<file path="config.mk">
export PLATFORM = sky130hd
export DESIGN_NAME = naneye_frame_tx
export DESIGN_NICKNAME = d
export VERILOG_FILES = /design/src/rtl/naneye_tx_pkg.sv /design/src/rtl/naneye_manchester_ser.sv /design/src/rtl/naneye_frame_tx.sv
export SDC_FILE = /design/constraint.sdc
export NUM_CORES = 1
export LEC_CHECK = 0
export CAP_MARGIN = 10
export CORE_MARGIN = 3
export CORE_UTILIZATION = 45
export CTS_CLUSTER_SIZE = 25
export DETAILED_ROUTE_END_ITERATION = 8
export GPL_TIMING_DRIVEN = 0
export HOLD_SLACK_MARGIN = 0.06
export PLACE_DENSITY = 0.71
export SETUP_SLACK_MARGIN = 0.15
export SLEW_MARGIN = 10
export SYNTH_ARGS = -nofsm -noshare
export SYNTH_HDL_FRONTEND = slang
export SYNTH_SLANG_ARGS = --single-unit
</file>
<file path="constraint.sdc">
create_clock -name i_clk -period 2.35 [get_ports i_clk]
set_clock_uncertainty 0.15 [all_clocks]
set_input_delay 0.3525 -clock i_clk [delete_from_list [all_inputs] [get_ports i_clk]]
set_output_delay 0.3525 -clock i_clk [all_outputs]
set_load 0.05 [all_outputs]
</file>
<file path="src/rtl/naneye_tx_pkg.sv">
// -----------------------------------------------------------------------------
// naneye_tx_pkg
//   Shared definitions for the NanEye frame transmitter: FSM state encoding,
//   word framing constants and the Manchester half-bit encoder.
//   No ports (package).
// -----------------------------------------------------------------------------
package naneye_tx_pkg;

  typedef enum logic [2:0] {
    IDLE  = 3'd0,
    FSYNC = 3'd1,
    LSYNC = 3'd2,
    PIXEL = 3'd3,
    TAIL  = 3'd4
  } tx_state_t;

  localparam int   C_PIX_BITS      = 10;
  localparam int   C_WORD_BITS     = 12;               // start + 10 data + stop
  localparam int   C_WORD_HALFBITS = 2 * C_WORD_BITS;  // 24 half-bits per word
  localparam int   C_HB_IDX_W      = 5;                // half-bit index 0..23
  localparam logic C_START_BIT     = 1'b1;
  localparam logic C_STOP_BIT      = 1'b0;

  // Manchester pair for one bit, returned as {first half, second half}:
  // 1 -> 1,0 and 0 -> 0,1.
  function automatic logic [1:0] manchester_enc(input logic bit_in);
    return bit_in ? 2'b10 : 2'b01;
  endfunction

  // Serial word for one pixel, transmitted MSB first.
  function automatic logic [C_WORD_BITS-1:0] frame_word(input logic [C_PIX_BITS-1:0] pix);
    return {C_START_BIT, pix, C_STOP_BIT};
  endfunction

endpackage

</file>
<file path="src/rtl/naneye_manchester_ser.sv">
// -----------------------------------------------------------------------------
// naneye_manchester_ser
//   Holds one 12-bit framed pixel word and walks through its 24 Manchester
//   half-bits, one per half-bit tick. The parent registers the line output,
//   so this block exposes the half-bit that follows the current one.
// Ports
//   i_clk        clock
//   i_rst        async reset, active high
//   i_load       load a new word (takes priority over i_tick)
//   i_data       10-bit pixel to frame on load
//   i_tick       advance to the next half-bit
//   o_next_half  value of the half-bit that follows the current one
//   o_last_half  current half-bit is the 24th (second half of the stop bit)
//   o_word_done  1-cycle pulse: tick on the last half-bit of the word
// -----------------------------------------------------------------------------
module naneye_manchester_ser
  import naneye_tx_pkg::*;
(
  input  logic                  i_clk,
  input  logic                  i_rst,
  input  logic                  i_load,
  input  logic [C_PIX_BITS-1:0] i_data,
  input  logic                  i_tick,
  output logic                  o_next_half,
  output logic                  o_last_half,
  output logic                  o_word_done
);

  logic [C_WORD_BITS-1:0] r_shreg;  // current bit sits in the MSB
  logic                   r_phase;  // 0: first half of the bit, 1: second half
  logic [C_HB_IDX_W-1:0]  r_idx;    // half-bit index within the word

  logic [1:0] w_cur_pair;
  logic [1:0] w_nxt_pair;

  assign w_cur_pair = manchester_enc(r_shreg[C_WORD_BITS-1]);
  assign w_nxt_pair = manchester_enc(r_shreg[C_WORD_BITS-2]);

  // In the first half the follow-on is this bit's second half; in the second
  // half it is the first half of the next bit down.
  assign o_next_half = r_phase ? w_nxt_pair[1] : w_cur_pair[0];
  assign o_last_half = (r_idx == C_HB_IDX_W'(C_WORD_HALFBITS - 1));
  assign o_word_done = i_tick & o_last_half;

  // NOTE: sequential state uses non-blocking assignments so every register
  // samples the pre-edge values and they all update together.
  always_ff @(posedge i_clk or posedge i_rst) begin
    if (i_rst) begin
      r_shreg <= '0;
      r_phase <= 1'b0;
      r_idx   <= '0;
    end else if (i_load) begin
      r_shreg <= frame_word(i_data);
      r_phase <= 1'b0;
      r_idx   <= '0;
    end else if (i_tick && !o_last_half) begin
      r_idx <= r_idx + C_HB_IDX_W'(1);
      if (r_phase) begin
        r_shreg <= {r_shreg[C_WORD_BITS-2:0], 1'b0};
        r_phase <= 1'b0;
      end else begin
        r_phase <= 1'b1;
      end
    end
  end

endmodule

</file>
<file path="src/rtl/naneye_frame_tx.sv">
// -----------------------------------------------------------------------------
// naneye_frame_tx
//   Sensor-side frame transmitter. Frames 10-bit pixels as 12-bit words,
//   Manchester-encodes them and inserts a frame-sync run (level 1) before the
//   frame, a line-sync run (level 0) before every row and one trailing
//   line-sync-length run of 0 after the last row.
// Parameters
//   C_ROWS, C_COLUMNS   frame geometry
//   HALF_BIT_CYCLES     clocks per Manchester half-bit (>= 2)
//   FSYNC_HALFBITS      frame-sync run length in half-bits (>= 4)
//   LSYNC_HALFBITS      line-sync run length in half-bits (>= 4)
// Ports
//   i_clk          bit-rate source clock
//   i_rst          async reset, active high
//   i_enable       transmitter enable; low mid-frame aborts at next half-bit
//   i_start        1-cycle frame request (ignored while busy or disabled)
//   i_pix_data     pixel value, sampled in the o_pix_ready cycle
//   i_pix_valid    i_pix_data valid; if low at o_pix_ready a zero pixel is sent
//   o_pix_ready    1-cycle pulse, the cycle before a word starts on the line
//   o_tx_out       serial line (registered)
//   o_tx_oe        line driver enable
//   o_frame_busy   high from START accept to frame end / abort
//   o_line_end     1-cycle pulse after the last stop half-bit of each row
//   o_frame_end    1-cycle pulse on normal frame completion
//   o_underrun     pulse in an o_pix_ready cycle without i_pix_valid
// -----------------------------------------------------------------------------
module naneye_frame_tx
  import naneye_tx_pkg::*;
#(
  parameter int C_ROWS          = 320,
  parameter int C_COLUMNS       = 320,
  parameter int HALF_BIT_CYCLES = 4,
  parameter int FSYNC_HALFBITS  = 64,
  parameter int LSYNC_HALFBITS  = 16
) (
  input  logic                  i_clk,
  input  logic                  i_rst,
  input  logic                  i_enable,
  input  logic                  i_start,
  input  logic [C_PIX_BITS-1:0] i_pix_data,
  input  logic                  i_pix_valid,
  output logic                  o_pix_ready,
  output logic                  o_tx_out,
  output logic                  o_tx_oe,
  output logic                  o_frame_busy,
  output logic                  o_line_end,
  output logic                  o_frame_end,
  output logic                  o_underrun
);

  localparam int COL_W    = (C_COLUMNS > 1) ? $clog2(C_COLUMNS) : 1;
  localparam int ROW_W    = (C_ROWS > 1) ? $clog2(C_ROWS) : 1;
  localparam int SYNC_MAX = (FSYNC_HALFBITS > LSYNC_HALFBITS) ? FSYNC_HALFBITS : LSYNC_HALFBITS;
  localparam int SYNC_W   = $clog2(SYNC_MAX) + 1;
  localparam int DIV_W    = (HALF_BIT_CYCLES > 1) ? $clog2(HALF_BIT_CYCLES) : 1;

  localparam logic [COL_W-1:0]  C_COL_LAST   = COL_W'(C_COLUMNS - 1);
  localparam logic [ROW_W-1:0]  C_ROW_LAST   = ROW_W'(C_ROWS - 1);
  localparam logic [SYNC_W-1:0] C_FSYNC_LAST = SYNC_W'(FSYNC_HALFBITS - 1);
  localparam logic [SYNC_W-1:0] C_LSYNC_LAST = SYNC_W'(LSYNC_HALFBITS - 1);
  localparam logic [DIV_W-1:0]  C_DIV_RELOAD = DIV_W'(HALF_BIT_CYCLES - 1);
  localparam logic [1:0]        C_START_PAIR = manchester_enc(C_START_BIT);

  tx_state_t          r_state;
  logic [DIV_W-1:0]   r_div;
  logic [SYNC_W-1:0]  r_sync;
  logic [COL_W-1:0]   r_col;
  logic [ROW_W-1:0]   r_row;
  logic               r_tx_out;
  logic               r_tx_oe;
  logic               r_busy;
  logic               r_pix_ready;
  logic               r_line_end;
  logic               r_frame_end;

  logic                  w_tick;
  logic                  w_pre_tick;
  logic                  w_word_next;
  logic                  w_load;
  logic                  w_ser_tick;
  logic [C_PIX_BITS-1:0] w_load_data;
  logic                  w_next_half;
  logic                  w_last_half;
  logic                  w_word_done;

  // Half-bit boundary: the last cycle of the current half-bit. The cycle
  // before it is used to announce the pixel slot one cycle ahead, which is
  // what lets the start half-bit appear on the line right after o_pix_ready.
  assign w_tick     = (r_state != IDLE) && (r_div == '0);
  assign w_pre_tick = (r_state != IDLE) && (r_div == DIV_W'(1));

  // The half-bit after the current one is the first half of a new word.
  assign w_word_next = ((r_state == LSYNC) && (r_sync == C_LSYNC_LAST)) ||
                       ((r_state == PIXEL) && w_last_half && (r_col != C_COL_LAST));

  assign w_load      = w_tick && i_enable && w_word_next;
  assign w_ser_tick  = w_tick && (r_state == PIXEL);
  // A missing pixel is replaced by zero so the word timing never stretches.
  assign w_load_data = i_pix_valid ? i_pix_data : '0;

  naneye_manchester_ser u_ser (
    .i_clk       (i_clk),
    .i_rst       (i_rst),
    .i_load      (w_load),
    .i_data      (w_load_data),
    .i_tick      (w_ser_tick),
    .o_next_half (w_next_half),
    .o_last_half (w_last_half),
    .o_word_done (w_word_done)
  );

  always_ff @(posedge i_clk or posedge i_rst) begin
    if (i_rst) begin
      r_state     <= IDLE;
      r_div       <= '0;
      r_sync      <= '0;
      r_col       <= '0;
      r_row       <= '0;
      r_tx_out    <= 1'b0;
      r_tx_oe     <= 1'b0;
      r_busy      <= 1'b0;
      r_pix_ready <= 1'b0;
      r_line_end  <= 1'b0;
      r_frame_end <= 1'b0;
    end else begin
      r_pix_ready <= w_pre_tick && w_word_next && i_enable;
      r_line_end  <= 1'b0;
      r_frame_end <= 1'b0;

      if ((r_state == IDLE) || (r_div == '0)) begin
        r_div <= C_DIV_RELOAD;
      end else begin
        r_div <= r_div - DIV_W'(1);
      end

      if (r_state == IDLE) begin
        if (i_start && i_enable) begin
          r_state  <= FSYNC;
          r_sync   <= '0;
          r_col    <= '0;
          r_row    <= '0;
          r_tx_out <= 1'b1;
          r_tx_oe  <= 1'b1;
          r_busy   <= 1'b1;
        end
      end else if (w_tick) begin
        if (!i_enable) begin
          // Abort at the half-bit boundary; no completion pulse.
          r_state  <= IDLE;
          r_tx_out <= 1'b0;
          r_tx_oe  <= 1'b0;
          r_busy   <= 1'b0;
        end else begin
          case (r_state)
            FSYNC: begin
              if (r_sync == C_FSYNC_LAST) begin
                r_state  <= LSYNC;
                r_sync   <= '0;
                r_tx_out <= 1'b0;
              end else begin
                r_sync <= r_sync + SYNC_W'(1);
              end
            end
            LSYNC: begin
              if (r_sync == C_LSYNC_LAST) begin
                r_state  <= PIXEL;
                r_col    <= '0;
                r_tx_out <= C_START_PAIR[1];
              end else begin
                r_sync <= r_sync + SYNC_W'(1);
              end
            end
            PIXEL: begin
              if (w_word_done) begin
                if (r_col != C_COL_LAST) begin
                  r_col    <= r_col + COL_W'(1);
                  r_tx_out <= C_START_PAIR[1];
                end else begin
                  r_line_end <= 1'b1;
                  r_col      <= '0;
                  r_sync     <= '0;
                  r_tx_out   <= 1'b0;
                  if (r_row != C_ROW_LAST) begin
                    r_row   <= r_row + ROW_W'(1);
                    r_state <= LSYNC;
                  end else begin
                    r_state <= TAIL;
                  end
                end
              end else begin
                r_tx_out <= w_next_half;
              end
            end
            TAIL: begin
              if (r_sync == C_LSYNC_LAST) begin
                r_state     <= IDLE;
                r_frame_end <= 1'b1;
                r_busy      <= 1'b0;
                r_tx_oe     <= 1'b0;
                r_tx_out    <= 1'b0;
              end else begin
                r_sync <= r_sync + SYNC_W'(1);
              end
            end
            default: begin
              r_state  <= IDLE;
              r_tx_out <= 1'b0;
              r_tx_oe  <= 1'b0;
              r_busy   <= 1'b0;
            end
          endcase
        end
      end
    end
  end

  assign o_pix_ready  = r_pix_ready;
  assign o_tx_out     = r_tx_out;
  assign o_tx_oe      = r_tx_oe;
  assign o_frame_busy = r_busy;
  assign o_line_end   = r_line_end;
  assign o_frame_end  = r_frame_end;
  // Flagged in the slot cycle itself, when the missing valid is observed.
  assign o_underrun   = r_pix_ready & ~i_pix_valid;

endmodule

</file>
; Yosys cells after proc, flatten, opt, wreduce, memory -nomap -nowiden
; Index checks and enable logic that the tools add are counted.
[totals]
latchBits = 0
wordCells = 152
ram_bits = 0
mem_bits_ro = 0
n_memories = 0
reg_bits = 53
[op_classes]
n_reduce_logical = 36
shifts = 0
multipliers = 0
div = 0
eq_ne = 22
bitwise = 3
n_addsub = 5
muxes = 73
order_cmp = 0
[op_table]
columns = operator, n
row1 = $mux W9, 14
row2 = $mux W7, 8
row3 = $mux W12, 3
row4 = $mux W3, 10
row5 = $mux W1, 28
row6 = $pmux W7 S3, 1
row7 = $reduce_and A7 Y1, 3
row8 = $add A9 B1 Y9 const B, 2
row9 = $ne A9 B9 Y1 const B, 2
row10 = $pmux W9 S2, 1
row11 = $reduce_bool A2 Y1, 7
row12 = $logic_and A1 B1 Y1, 12
row13 = $pmux W3 S4, 1
row14 = $mux W10, 1
row15 = $mux W5, 2
row16 = $ne A4 B2 Y1 const B, 2
row17 = $ne A4 B4 Y1 const B, 2
row18 = $add A7 B1 Y7 const B, 1
row19 = $eq A7 B4 Y1 const B, 1
row20 = $eq A7 B6 Y1 const B, 1
row21 = $eq A3 B2 Y1 const B, 2
row22 = $ne A3 B1 Y1 const B, 2
row23 = $ne A3 B2 Y1 const B, 2
row24 = $reduce_and A6 Y1, 1
row25 = other kinds (25), 30

; Longest topological paths before layout
[logic_depth]
ltp_word = 9
ltp_mapped = 8
ltp_nobuf = 7

; By module
; From an unflattened synthesis, not the netlist that was laid out.
[unflattened]
cells_unflattened = 339
area_unflattened_um2 = 3017.9
[modules_own_cells]
columns = module, seq_area_each_um2, instances, area_each_um2, cells_per_inst
row1 = naneye_frame_tx, 875.8, 1, 2143.3, 244
row2 = naneye_manchester_ser, 425.4, 1, 874.6, 95

; Least setup slack after synthesis
; Ideal clock, no wire load.
[synth_timing]
path_type = register to register
startpoint = reg r_row[0]
endpoint = reg r_row[8]
stages_incl_launch_ff = 8
required_ps = 2123
synth_period_minus_slack_ps = 2449
setup_slack_ps = -99
setup_time_ps = 77
n_path_buf = 1
arrival_ps = 2222
cell_sequence = dfrtp_1 > ha_1 > and4bb_1 > a2111o_1 > or4_1 > buf_2 > or3_1 > a21oi_1
[synth_between]
elab_chain_len = 8
[synth_rtl]
columns = item, line_no
row1 = "start, declared", naneye_frame_tx.sv:68  ; logic [ROW_W-1:0] r_row;
row2 = "start signal, assigned", naneye_frame_tx.sv:184  ; r_row <= r_row + ROW_W'(1);
row3 = $add A9 B1 Y9, naneye_frame_tx.sv:184
row4 = $mux W9, naneye_frame_tx.sv:183  ; if (r_row != C_ROW_LAST) begin
row5 = $mux W9, naneye_frame_tx.sv:175  ; if (r_col != C_COL_LAST) begin
row6 = $mux W9, naneye_frame_tx.sv:174  ; if (w_word_done) begin
row7 = $mux W9, naneye_frame_tx.sv:154  ; case (r_state)
row8 = $mux W9, naneye_frame_tx.sv:147  ; if (!i_enable) begin
row9 = $mux W9, naneye_frame_tx.sv:146  ; end else if (w_tick) begin
row10 = $mux W9, naneye_frame_tx.sv:136  ; if (r_state == IDLE) begin
; Parallel ways exist; a longest one is shown, timed or not. The select of a mux whose other input is x is not followed.
; A chain may end at the register's enable or synchronous reset.

; Final worst setup path
[layout_timing]
startpoint = reg r_row[1]
endpoint = reg r_row[4]
; Same word-level chain as after synthesis.

==> results_dict.tcl <==
set metrics [dict create \
    final.setup.tns_ns -0.1830 \
    synth.avg_cell_area_sq_um 9.449 \
    fp.dieW_um 87.84 \
    number_of_enable_flip_flop_cells_after_synthesis 0 \
    finish.net_count 407 \
    grt.total_usage_pct 20.77 \
    r2r.worst_path.cells 7 \
    route.detailed.drc 0 \
    timing.final.setup_violations 3 \
    worst-endpoint-required_ns 2.46 \
    initial_utilization_pct 46.93 \
    clock_insertion_delay_worst_skew_ns 0.31 \
    gr-total-overflow 0 \
    synth_area_sq_um 3014 \
    crit_path_top_delay_cell "sky130_fd_sc_hd__or4_4" \
    dr_total_vias 2780 \
    cts_hold_repair.buffers 0 \
    largest_net_degree_at_the_start_of_global_routing 34 \
    grt_pass1_wl_mm 12.78 \
    core_area_sq_um 6422 \
    drt-initial-drc-count 163 \
    crit_path_cell_trace "ha_2 -> and4bb_1 -> a2111o_1 -> or4_4 -> buf_6 -> or4_1 -> nand2_1" \
    die_y_um 87.84 \
    highest_attainable_clock_frequency_ghz 0.4087 \
    dpl.hpwl_mm 4.801 \
    start_kind "register" \
    syn-instance-count 319 \
    final_layout_size_suffix_gt1_share_pct 31.78 \
    leading_cell_type_in_the_layout_fill_and_taps_excluded "sky130_fd_sc_hd__dfrtp_1" \
    area_delta_synth_final_pct 35.49 \
    timing.max_slew.rel_slack_pct 66.63 \
    ios 22 \
    worstMarginPinSlew_ns 0.4998 \
    final_standard_cell_area_without_fillers_sq_um 4084 \
    final_hold_viol_count 0 \
    whs_ns 0.2024 \
    yosys_most_used_dff "sky130_fd_sc_hd__dfrtp_1" \
    yosysWarningCount 0 \
    cts_made_buffers 5 \
    critical_path_arrival_ns 2.56 \
    violations_in_the_final_reports "negative setup slack" \
    maxSlewViolCount 0 \
    power_density_nw_per_um2 797.8 \
    instances_no_fill 464 \
    critical_path.max_fanout 6 \
    unrepaired_setup_endpoints_after_global_routing "yes" \
    finalWirelength_mm 7.678 \
    synthDistinctLibCells 61 \
    drv.max_cap_violation_count 0 \
    routed_via_density 5.991 \
    detail-route-antenna-nets 0 \
    placementRows 29 \
    place.detailed.instances 418 \
    seq_cells_post_synth 52 \
    antenna_cells_inserted 0 \
    leakage_nw 1.703 \
    cts_htree_levels 2 \
    cts_root_buffer "sky130_fd_sc_hd__clkbuf_8" \
    drt_pre_antenna_iters 4 \
    cts_buffer_depth 2 \
    clkSlewWorstSetupHoldPaths_ns 0.10 \
    cts_num_sinks 52 \
    setup_ws_ns -0.09671 \
    most_frequent_cells_in_the_layout "sky130_fd_sc_hd__dfrtp_1, sky130_fd_sc_hd__buf_4, sky130_fd_sc_hd__nand2_1, sky130_fd_sc_hd__nor2_1, sky130_fd_sc_hd__clkdlybuf4s50_1" \
    final.min_clock_period_ns 2.447 \
    pre_cts_slack_ns -0.3339 \
    layout.core_utilization_pct 63.59 \
    placedInstanceArea_sq_um 3398 \
    async_flop_share_pct 100.0 \
    portBuffers 21 \
    worst-setup-path-type "reg2reg" \
    vias_in_the_first_global_route 2711 \
    cts_tree "built" \
    post_drt_wl_per_cell_um 16.55 \
    crit_path_end_kind "register" \
    totalPowerFinal_mw 3.258 \
    seq_area_frac_synth_pct 43.17 \
    outcome "complete, but fails checks" \
    critical-path-max-stage-delay_ns 0.42 \
    irDropWorstVdd_mv 0.3764 \
    holdCritPathClass "in2async" \
    synth_fp_nets 340 \
    antenna_violations_before_repair 0 \
    gp_routability_congestion 0.9024 \
    fin_crit_sh_pct 104.1 \
    dieArea_sq_um 7716 \
]
[per-layer routing]
metal | part of all wire (%) | global-route usage (%) | vias to the layer above | wire, um
met1 | 44 | 27.13 | 1342 | 3365
li1 | - | - | 1328 | -
met5 | 0 | 0 | - | 0
met4 | 2.4 | 7.392 | 0 | 187
met2 | 49 | 34.04 | 89 | 3726
met3 | 5.2 | 4.516 | 21 | 398
[what timing repair did]
item	in CTS	in global routing
resized for setup	41	49
buffers inserted	24	14
pin swaps	8	12
endpoints found under the setup margin	38	41
gates cloned	0	0
[kinds of logic after synthesis]
| kind of cell | after synthesis | synth area share (%) |
|---|---|---|
| mux | 13 | 4.400 |
| compound gates | 85 | 21.17 |
| flops | 52 | 43.17 |
| simple gates | 126 | 22.54 |
| buf+inv | 31 | 4.483 |
| fa+ha+maj | 6 | 2.491 |
| xor+xnor | 6 | 1.743 |
[registers in the layout, indices dropped and copies added, names as in the netlist, 2 cells and up]
| name | count |
|---|---|
| r_state | 3 |
| u_ser.r_idx | 5 |
| r_col | 9 |
| r_sync | 7 |
| u_ser.r_shreg | 11 |
| r_div | 2 |
| r_row | 9 |
[synth_stat cells (all sizes together), types with 2 or more instances]
master | n | area share, %
o41ai | 6 | 2.2
nand2b | 5 | 1.0
o2111a | 2 | 0.75
a2bb2oi | 2 | 0.58
nand4 | 7 | 1.5
a221oi | 2 | 0.58
nor2 | 20 | 2.5
o21a | 3 | 0.75
and4bb | 2 | 0.83
a221o | 5 | 1.7
o211ai | 2 | 0.95
nand2 | 32 | 4.0
o22ai | 2 | 0.42
nor3b | 5 | 1.2
clkbuf | 7 | 0.87
inv | 15 | 1.9
nor4 | 2 | 0.42
a41oi | 2 | 0.58
a21oi | 7 | 1.3
nor3 | 9 | 1.7
nand3 | 14 | 2.3
buf | 9 | 1.7
and4 | 2 | 0.58
a41o | 2 | 0.71
nand4b | 3 | 0.87
and3 | 5 | 1.0
or4 | 3 | 0.75
nor2b | 3 | 0.62
or3 | 4 | 0.83
o21ai | 24 | 4.0
a31oi | 4 | 0.83
and2 | 5 | 1.0
mux2 | 2 | 0.75
xnor2 | 2 | 0.58
dfrtp | 52 | 43
ha | 6 | 2.5
xor2 | 4 | 1.2
o31ai | 10 | 2.5
a211oi | 4 | 1.0
mux2i | 11 | 3.7
[power breakdown]
part           switching (mW)  internal (mW)  total [mW]
clock network           0.313          0.213       0.526
registers               0.190           1.10        1.29
logic                   0.794          0.646        1.44
total                    1.30           1.96        3.26
[critical path: cells and delay by family (launching register included)]
kind | cells | cell delay, ns
simple gates | 4 | 1.12
fa+ha+maj | 1 | 0.18
buf+inv | 1 | 0.14
compound gates | 1 | 0.39
flops | 1 | 0.41
[final cells by class]
cell class | count | area, sq um
well taps | 77 | 96.34
clock inverters | 2 | 16.27
multi-input cells | 236 | 1868
repair buffers | 60 | 531.8
inverters | 15 | 58.81
clock buffers | 6 | 72.57
plain buffers | 16 | 133.9
flip-flops and latches | 52 | 1306
fillers | 519 | 2338
[worst paths after layout]
path                       slack [ns]            startpoint                      to
min reg2reg                      0.32    r_div[0]$_DFF_PP0_      r_div[0]$_DFF_PP0_
max in group asynchronous        1.32                 i_rst  r_state[1]$_DFFE_PP0P_
min                              0.20                 i_rst   o_frame_end$_DFF_PP0_
min in group i_clk               0.32    r_div[0]$_DFF_PP0_      r_div[0]$_DFF_PP0_
max reg2reg                      -0.1  r_row[1]$_DFFE_PP0P_    r_row[4]$_DFFE_PP0P_
max                              -0.1  r_row[1]$_DFFE_PP0P_    r_row[4]$_DFFE_PP0P_
(Power assumes the default switching activity.)
